<file path="config.mk">
export PLATFORM = sky130hd
export DESIGN_NAME = exu_wb_arbiter
export DESIGN_NICKNAME = d
export VERILOG_FILES = /design/src/rtl/exu_wb_arbiter.sv
export SDC_FILE = /design/constraint.sdc
export NUM_CORES = 1
export LEC_CHECK = 0
export CAP_MARGIN = 10
export CORE_MARGIN = 3
export CORE_UTILIZATION = 50
export CTS_BUF_LIST = sky130_fd_sc_hd__clkbuf_8
export DETAILED_ROUTE_END_ITERATION = 10
export GPL_ROUTABILITY_DRIVEN = 0
export PLACE_DENSITY = 0.85
export SYNTH_ARGS = -nofsm -noshare
export SYNTH_HDL_FRONTEND = slang
export SYNTH_SLANG_ARGS = --single-unit
export TNS_END_PERCENT = 100
</file>
<file path="constraint.sdc">
create_clock -name hclk -period 3.16 [get_ports hclk]
set_input_delay 0.632 -clock hclk [delete_from_list [all_inputs] [get_ports hclk]]
set_output_delay 0.632 -clock hclk [all_outputs]
set_load 0.005 [all_outputs]
</file>
<file path="src/rtl/exu_wb_arbiter.sv">
// Round-robin sharing of the regfile write port between NUM_REQ units through 1-entry holding buffers.
// Latency 2 cycles from acceptance to reg_wen; a unit is held off (exu_stall) while its buffer waits for a grant.
module exu_wb_arbiter #(
  parameter int NUM_REQ = 4,
  parameter int AW      = 5,
  parameter int DW      = 32,
  parameter int CNT_W   = 16
) (
  input  logic                  hclk,
  input  logic                  hrst,
  input  logic [NUM_REQ-1:0]    req_valid,
  output logic [NUM_REQ-1:0]    req_ready,
  input  logic [NUM_REQ*AW-1:0] req_waddr,
  input  logic [NUM_REQ*DW-1:0] req_wdata,
  output logic [AW-1:0]         reg_waddr,
  output logic                  reg_wen,
  output logic [DW-1:0]         reg_wdata,
  output logic [2:0]            grant_id,
  output logic                  exu_stall,
  output logic                  busy,
  output logic [CNT_W-1:0]      conflict_cnt
);

  localparam int PW = (NUM_REQ > 1) ? $clog2(NUM_REQ) : 1;
  localparam logic [PW:0]   NREQ_W = (PW+1)'(NUM_REQ);
  localparam logic [PW-1:0] LAST_IDX = PW'(NUM_REQ - 1);

  typedef struct packed {
    logic [AW-1:0] waddr;
    logic [DW-1:0] wdata;
  } wb_ent_t;

  wb_ent_t              buf_q [NUM_REQ];
  logic [NUM_REQ-1:0]   buf_valid;
  logic [PW-1:0]        rr_ptr;
  logic [NUM_REQ-1:0]   grant;
  logic                 gnt_found;
  logic [PW-1:0]        gnt_idx;
  logic [PW:0]          sum;
  logic [PW-1:0]        idx;
  logic                 multi_pending;

  // Search starts at rr_ptr and wraps, so the last-served unit goes to the back of the line.
  always_comb begin
    gnt_found = 1'b0;
    gnt_idx   = '0;
    sum       = '0;
    idx       = '0;
    for (int k = 0; k < NUM_REQ; k++) begin
      sum = {1'b0, rr_ptr} + (PW+1)'(k);
      if (sum >= NREQ_W) begin
        sum = sum - NREQ_W;
      end
      idx = sum[PW-1:0];
      if (!gnt_found && buf_valid[idx]) begin
        gnt_found = 1'b1;
        gnt_idx   = idx;
      end
    end
  end

  always_comb begin
    grant = '0;
    for (int i = 0; i < NUM_REQ; i++) begin
      grant[i] = gnt_found && (gnt_idx == PW'(i));
    end
  end

  // A draining buffer can take a new result on the same edge.
  assign req_ready     = hrst ? '0 : (~buf_valid | grant);
  assign exu_stall     = |(req_valid & ~req_ready);
  assign busy          = (|buf_valid) | reg_wen;
  assign multi_pending = |(buf_valid & (buf_valid - NUM_REQ'(1)));

  always_ff @(posedge hclk) begin
    if (hrst) begin
      buf_valid    <= '0;
      rr_ptr       <= '0;
      reg_wen      <= 1'b0;
      reg_waddr    <= '0;
      reg_wdata    <= '0;
      grant_id     <= '0;
      conflict_cnt <= '0;
    end else begin
      reg_wen <= gnt_found;
      if (gnt_found) begin
        reg_waddr <= buf_q[gnt_idx].waddr;
        reg_wdata <= buf_q[gnt_idx].wdata;
        grant_id  <= 3'(gnt_idx);
        rr_ptr    <= (gnt_idx == LAST_IDX) ? '0 : gnt_idx + PW'(1);
      end
      // Writes to x0 are swallowed at acceptance and never occupy a buffer.
      for (int i = 0; i < NUM_REQ; i++) begin
        if (grant[i]) begin
          buf_valid[i] <= 1'b0;
        end
        if (req_valid[i] && req_ready[i]) begin
          buf_valid[i] <= (req_waddr[i*AW +: AW] != '0);
        end
      end
      if (multi_pending && (conflict_cnt != '1)) begin
        conflict_cnt <= conflict_cnt + CNT_W'(1);
      end
    end
  end

  always_ff @(posedge hclk) begin
    for (int i = 0; i < NUM_REQ; i++) begin
      if (req_valid[i] && req_ready[i]) begin
        buf_q[i] <= {req_waddr[i*AW +: AW], req_wdata[i*DW +: DW]};
      end
    end
  end

endmodule

</file>
; ---- Word-level counts from Yosys, hierarchy flattened
; Memories as Yosys holds them, arrays and structs flattened. A register that Yosys moved wholly into a read port is not among the register bits.
; Cells that the tools add are included.
[classes]
addsub = 10
magnitude_cmp = 8
n_eq_ne = 4
n_mux = 38
bitwise = 6
n_reduce_logical = 27
[op_table]
columns = operator, count
row1 = $mux W1, 24
row2 = $reduce_bool A5 Y1, 4
row3 = $mux W2, 9
row4 = $add A16 B1 Y16 const B, 1
row5 = $ne A16 B16 Y1 const B, 1
row6 = $logic_and A1 B1 Y1, 12
row7 = $lt A2 B3 Y1 const B, 4
row8 = $reduce_or A4 Y1, 3
row9 = $ge A3 B3 Y1 const B, 3
row10 = $and A4 B4 Y4, 2
row11 = $bmux W1 S2, 4
row12 = $not A4 Y4, 2
row13 = $reduce_bool A2 Y1, 4
row14 = $sub A2 B1 Y2 const B, 4
row15 = $add A2 B2 Y3 const B, 2
row16 = $eq A2 B2 Y1 const B, 2
row17 = $mux W4, 1
row18 = $or A4 B4 Y4, 1
row19 = $sub A4 B1 Y4 const B, 1
row20 = $add A2 B1 Y3 const B, 1
row21 = $ge A2 B3 Y1 const B, 1
row22 = $logic_not A1 Y1, 3
row23 = $add A2 B1 Y2 const B, 1
row24 = $eq A2 B1 Y1 const B, 1
row25 = 2 further kinds, 2
[totals]
ff_bits = 25
ram_bits = 148
input_bits = 154
output_inout_bits = 63
wordCells = 102
n_memories = 1
[mem_list]
columns = name, depth, word_bits, read_ports, rd_ports_with_merged_regs, wr, line_no
row1 = buf_q, 4, 37, 1, 1, 4, 33  ; wb_ent_t buf_q [NUM_REQ];

; ---- Longest topological paths before layout
; Gate-level depths: netlist (run 1).
[logic_depth]
word_depth = 21
ltp_mapped = 8
mapped_depth_nobuf = 6

; ---- Least setup slack after synthesis (run 1)
; No wires, ideal clock.
[synth_timing]
kind = flip-flop to flip-flop
startpoint = reg rr_ptr[1]
endpoint = mem buf_q[2][0] in the netlist's numbering, enable pin
arrival_ns = 2.155
t_required_ns = 2.762
setup_slack_ns = 0.607
path_stages_with_launch = 6
n_path_buf = 0
path_cell_list = dfxtp_1 -> inv_1 -> o21ai_0 -> o311ai_0 -> a21oi_1 -> and2_1
[synth_lines]
columns = item, line_no
row1 = "start, declared", 35  ; logic [PW-1:0] rr_ptr;
row2 = "start signal, assigned", 90  ; rr_ptr <= (gnt_idx == LAST_IDX) ? '0 : gnt_idx + PW'(1);
row3 = "end, declared", 33

; ---- Worst setup path after layout (run 1)
[layout_timing]
startpoint = reg rr_ptr[0]
endpoint = out exu_stall
[layout_between]
elab_chain_cells = 21
word_cells_on_any_way = 50
cone_classes = 7 x add/sub / 4 x order compare / 3 x eq/ne / 21 x mux / 3 x bitwise / 12 x reduce/logical
[layout_lines]
columns = item, line_no
row1 = branches (longest 16 deep; another with $add A2 B1 Y3), n/a
row2 = $or A4 B4 Y4 *, 70  ; assign req_ready = hrst ? '0 : (~buf_valid | grant);
row3 = $mux W4 *, 70
row4 = $not A4 Y4 *, 71  ; assign exu_stall = |(req_valid & ~req_ready);
row5 = $and A4 B4 Y4 *, 71
row6 = $reduce_or A4 Y1 *, 71
row7 = "end, declared", 19  ; output logic exu_stall,
; Mark *: on every way between the ends. The select of a mux whose other input is x is not followed.

==> results of run 1 <==
==> per-layer routing <==
metal	share of wire, %	up-vias
met5	0.054	-
li1	-	2776
met3	11	56
met2	48	372
met4	2.7	2
met1	38	3001
==> worst min-delay path, delay by kind of cell (launching register included) <==
kind | cells | cell delay (ps)
flops | 1 | 300
compound gates | 1 | 60
simple gates | 1 | 50
==> synthesized netlist by cell type (6+ instances only) <==
master / n
a211oi_1: 17
a211oi_2: 9
a21o_1: 22
a21oi_1: 17
a221oi_1: 22
buf_2: 18
buf_4: 6
clkbuf_1: 18
dfxtp_1: 62
edfxtp_1: 148
inv_1: 6
mux2i_1: 31
nand2_1: 11
nand3_1: 25
nand3b_1: 15
nor2_1: 50
o21ai_0: 27
o221ai_1: 17
xnor2_1: 11
==> worst max path at each step <==
stage / slack (ps) / end / depth (start not counted)
3_5_place_dp: 220 / exu_stall / 6
4_1_cts: 30 / exu_stall / 6
3_3_place_gp: 330 / exu_stall / 5
2_1_floorplan: 610 / buf_q[2][0]$_DFFE_PP_ / 5
5_1_grt: -60 / exu_stall / 6
6_report: 80 / exu_stall / 6
==> what timing repair did <==
action / CTS / global route
pin swaps: 0 / 2
setup endpoints to repair: 4 / 3
gates resized for setup: 9 / 9
buffers inserted: 0 / 1
==> logic make-up (layout without fill, tap and decap cells) <==
family / count (synthesis) / in the layout / share of synthesized area [%]
flops: 210 / 210 / 68.4
mux: 32 / 32 / 3.91
other cells: 1 / 1 / 0.0451
buf+inv: 49 / 299 / 2.85
xor+xnor: 14 / 14 / 1.48
compound gates: 147 / 147 / 13.4
fa+ha+maj: 2 / 2 / 0.286
simple gates: 146 / 146 / 9.63
==> flip-flops by register name (all words and copies together) (netlist names) <==
name / flops
buf_q: 148
reg_wdata: 32
conflict_cnt: 16
reg_waddr: 5
buf_valid: 4
grant_id: 2
rr_ptr: 2
reg_wen: 1
==> area by class of cell <==
class / instances / area share (%)
clock buffers: 37 / 4.47
clock inverters: 23 / 1.06
inverters: 6 / 0.198
multi-input cells: 342 / 21.5
flip-flops and latches: 210 / 50.0
well taps: 216 / 2.37
repair buffers: 233 / 20.4
==> power breakdown <==
| part | switching, mW | internal [mW] |
|---|---|---|
| registers | 0.110 | 3.15 |
| logic | 0.520 | 0.560 |
| clock network | 1.03 | 1.16 |
==> results.toml, run 1 <==
[outcome]
status = "completed"

[sta]
period_share_pct = 97.5
max_slew_margin_pct = 32.7
slew_violations = 0
fmax_mhz = 325
skew_ps = 21.2
setup_ws_ps = 79.1
worst_slew_pin_slew_ps = 1000
setup_violations = 0
min_period_ps = 3080
finalHoldViolations = 0
setup_tns_ps = 0
hold_ws_ps = 460

[cts]
clock_path_buffers = 3
h-tree-depth = 2
clock_sink_count = 210
path_clk_slew_ps = 60
clk_latency_ps = 510
cts_tree = "built"
hold_buffers = 0
cts_buffers = 34
root_buffer = "clkbuf_8"

[finish]
layoutNonFillerInstCount = 1067
fin_util_pct = 70.9
fill_cells = 1025
final_cell_mix = "214 x clkdlybuf4s50_1, 148 x edfxtp_1, 58 x dfxtp_1"
areaGrowthSynthToFinish_pct = 37.0
diodes = 0
seqCellArea_sq_um = 5700
final_common_cell = "clkdlybuf4s50_1"
stdcell_area_sq_um = 11400
multiInputGateArea_sq_um = 2450
final_nets = 982
drive_above_1_share_pct = 11.9

[min_path]
hp-class = "reg2reg"
worst_hold_startpoint = "grant_id[1]$_SDFFE_PP0P_"
whs_path_depth = 2
holdPathEnd = "grant_id[1]$_SDFFE_PP0P_"

[yosys]
seq_area_frac_synth_pct = 68.4
synth.largest_area_cell = "edfxtp_1"
ys.flop_type = "edfxtp_1"
synth_cells = 601
async_flop_share_pct = 0
yosys_warnings = 0
ys_ff_latch = 210
synth_edf_count = 148
syn-mean-instance-area_sq_um = 13.8
synth.area.top_cells = "edfxtp_1 53%, dfxtp_1 15%, mux2i_1 3.7%"
synth_cell_types = 58
synthesis.nets = 756
syn_area_sq_um = 8310
synth_top_area_share_pct = 53.5

[drt]
num_vias = 6207
drt_pre_antenna_iters = 5
wl_mm = 24.1
avgViaCountPerCell = 5.82
route.detailed.wl_per_inst_um = 22.6
drc_errors = 0
drtAntennaViolNets = 0
drtIter0Drc = 461

[die]
dieHeight_um = 135
dieArea_sq_um = 18200
die_x_um = 135
initial_core_util_pct = 51.8
rows = 46
io-pin-count = 217
placeableCoreArea_sq_um = 16100

[worst_setup_path]
critPathKind = "reg2out"
cpLargestDelayFamily = "compound AO/OA/AOI/OAI gates"
worstSetupEndpointType = "output pin"
slowest_delay_ps = 530
worstSetupStartpoint = "rr_ptr[0]$_SDFFE_PP0P_"
path_buf_inv = 1
worstReg2RegStart = "buf_valid[3]$_SDFFE_PP0P_"
crit_path_top_delay_cell = "clkdlybuf4s50_1"
crit_chain = "nor2b_4, nor2_1, o311ai_2, a21oi_2, o221ai_1, clkdlybuf4s50_1"
startpoint_type = "flop"
cp.required_ps = 2530
rrSetupSlack_ps = 400
regToRegEndpoint = "reg_wdata[15]$_SDFFE_PP0P_"
cp_max_fo = 12
cp.arrival_ps = 2450
reg2reg_depth = 5

[global_routing]
grtUsageTotal_pct = 26.0
met1_usage_pct = 31.8
antenna_found_initial = 1
grt_pass1_vias = 6551
grt_first_pass_wirelength_mm = 36.2
gr-max-usage-layer = "met2"
globalRouteOverflowTotal = 0
grt_util_met3_pct = 7.75
grt_max_degree = 39
gr-usage-met2_pct = 43.7

[place]
placed_cell_area_sq_um = 10700
dp_slack_ps = 224
dpl.cell_count = 1006
port_buffers = 215
dp_hpwl_mm = 16.1

[power_and_ir_drop]
power.total_mw = 6.52
p_leak_nw = 4.07
ir_drop_mv = 0.380
p_per_area_nw_per_um2 = 573

[job]
max-cap-violations = 0
Note: power is estimated with default switching activity, not from simulation.
==> inputs of run 2 (changes only) <==
Settings changed: SKIP_CTS_REPAIR_TIMING from default to 1.
==> results.toml, run 2 (synthesis gave the netlist of run 1 again) <==
[finish]
areaGrowthSynthToFinish_pct = 36.9
top_regs = "buf_q (148), reg_wdata (32), conflict_cnt (16)"
final_cell_mix = "214 x clkdlybuf4s50_1, 148 x edfxtp_1, 58 x dfxtp_1"
regMostFlops = "buf_q"
largest_register_ffs = 148
final_nets = 981
stdcell_area_sq_um = 11400
diodes = 0
final_common_cell = "clkdlybuf4s50_1"
drive_above_1_share_pct = 11.8

[drt]
wl_mm = 24.1
drtAntennaViolNets = 0
drc_errors = 0
drt_pre_antenna_iters = 5
drtIter0Drc = 432
num_vias = 6182
avgViaCountPerCell = 5.80
route.detailed.wl_per_inst_um = 22.6

[outcome]
status = "completed"

[sta]
worst_slew_pin_slew_ps = 990
finalHoldViolations = 0
fmax_mhz = 321
skew_ps = 19.0
slew_violations = 0
setup_ws_ps = 49.4
max_slew_margin_pct = 33.7
period_share_pct = 98.4
setup_violations = 0
min_period_ps = 3110

[power_and_ir_drop]
sequentialPowerShare_pct = 49.9
p_leak_nw = 4.07
power.internal_mw = 4.86
switchingPower_mw = 1.67
comb_power_share_pct = 16.5
power.total_mw = 6.53
swShare_pct = 25.5
p_per_area_nw_per_um2 = 574
ir_drop_mv = 0.380
p_clk_share_pct = 33.6

[cts]
root_buffer = "clkbuf_8"
clk_latency_ps = 520
cts_tree = "built"
h-tree-depth = 2
clock_sink_count = 210
clock_path_buffers = 3
cts_buffers = 34
path_clk_slew_ps = 60

[global_routing]
grt_util_met3_pct = 7.71
antenna_found_initial = 1
met1_usage_pct = 31.7
grtUsageTotal_pct = 25.9
grt_max_degree = 39
gr-usage-met2_pct = 43.6
gr-max-usage-layer = "met2"
grt_first_pass_wirelength_mm = 36.1
grt_pass1_vias = 6513
globalRouteOverflowTotal = 0

[die]
placeableCoreArea_sq_um = 16100
io-pin-count = 217
die_x_um = 135
dieArea_sq_um = 18200
rows = 46
dieHeight_um = 135
initial_core_util_pct = 51.8

[place]
dp_hpwl_mm = 16.1
port_buffers = 215
placed_cell_area_sq_um = 10700
dp_slack_ps = 224

[worst_setup_path]
cp_max_fo = 12
slowest_delay_ps = 530
cp.arrival_ps = 2480
crit_path_top_delay_cell = "clkdlybuf4s50_1"
worstSetupEndpointType = "output pin"
startpoint_type = "flop"
cp.required_ps = 2530
cpLargestDelayFamily = "compound AO/OA/AOI/OAI gates"
crit_chain = "nor2b_4, nor2_1, o311ai_2, a21oi_2, o221ai_1, clkdlybuf4s50_1"
critPathKind = "reg2out"
path_buf_inv = 1

[job]
max-cap-violations = 0

[min_path]
hp-class = "reg2reg"
-- run 2: cell types whose count changed in the layout (fill, tap and decap cells not counted), sizes merged --
| cell | previous run | this run |
|---|---|---|
| buf | 19 | 18 |
-- run 2: metrics by stage --
step                hold WS, ps  util (%)  cells  TNS [ps]
floorplan                   453         -    601         0
global placement            447      66.6   1006         0
detailed placement          456      66.6   1006         0
CTS                         434      70.5   1066      -584
global route                465      70.8   1066     -50.9
finish                      461      70.8   1066         0
-- run 2: final cells by class --
cell class / instances / area [sq um]
fill: 1026 / 4680
multi-input combinational: 342 / 2450
inverter: 6 / 22.5
sequential: 210 / 5700
timing repair buffer: 232 / 2310
tap: 216 / 270
clock inverter: 23 / 120
clock buffer: 37 / 509
-- run 2: power by group through the flow --
stage                     registers (mW)  clock network, mW  logic (mW)
after detailed placement            3.31                  0        1.06
final                               3.26               2.19        1.08
after CTS                           3.25               2.22        1.07
after floorplan                     3.28                  0       0.509
after global placement              3.30                  0        1.03
after global routing                3.27               2.35        1.15
-- run 2: worst min-delay path: cells and delay by family (launching register included) --
family,cells,cell delay [ps]
AOI/OAI and AO/OA,1,60
DFF,1,300
and+or+nand+nor,1,50
-- run 2: layer usage --
metal / vias to the layer above / share of wire (%)
met2: 374 / 48
met4: 2 / 2.3
met5: - / 0.054
met1: 2982 / 39
li1: 2775 / -
met3: 49 / 11
-- run 2: final timing paths --
check | slack, ps | end | cells past startpoint | startpoint
min | 460 | grant_id[1]$_SDFFE_PP0P_ | 2 | grant_id[1]$_SDFFE_PP0P_
min reg2reg | 460 | grant_id[1]$_SDFFE_PP0P_ | 2 | grant_id[1]$_SDFFE_PP0P_
max reg2reg | 390 | reg_wdata[15]$_SDFFE_PP0P_ | 5 | buf_valid[3]$_SDFFE_PP0P_
max | 50 | exu_stall | 6 | rr_ptr[0]$_SDFFE_PP0P_
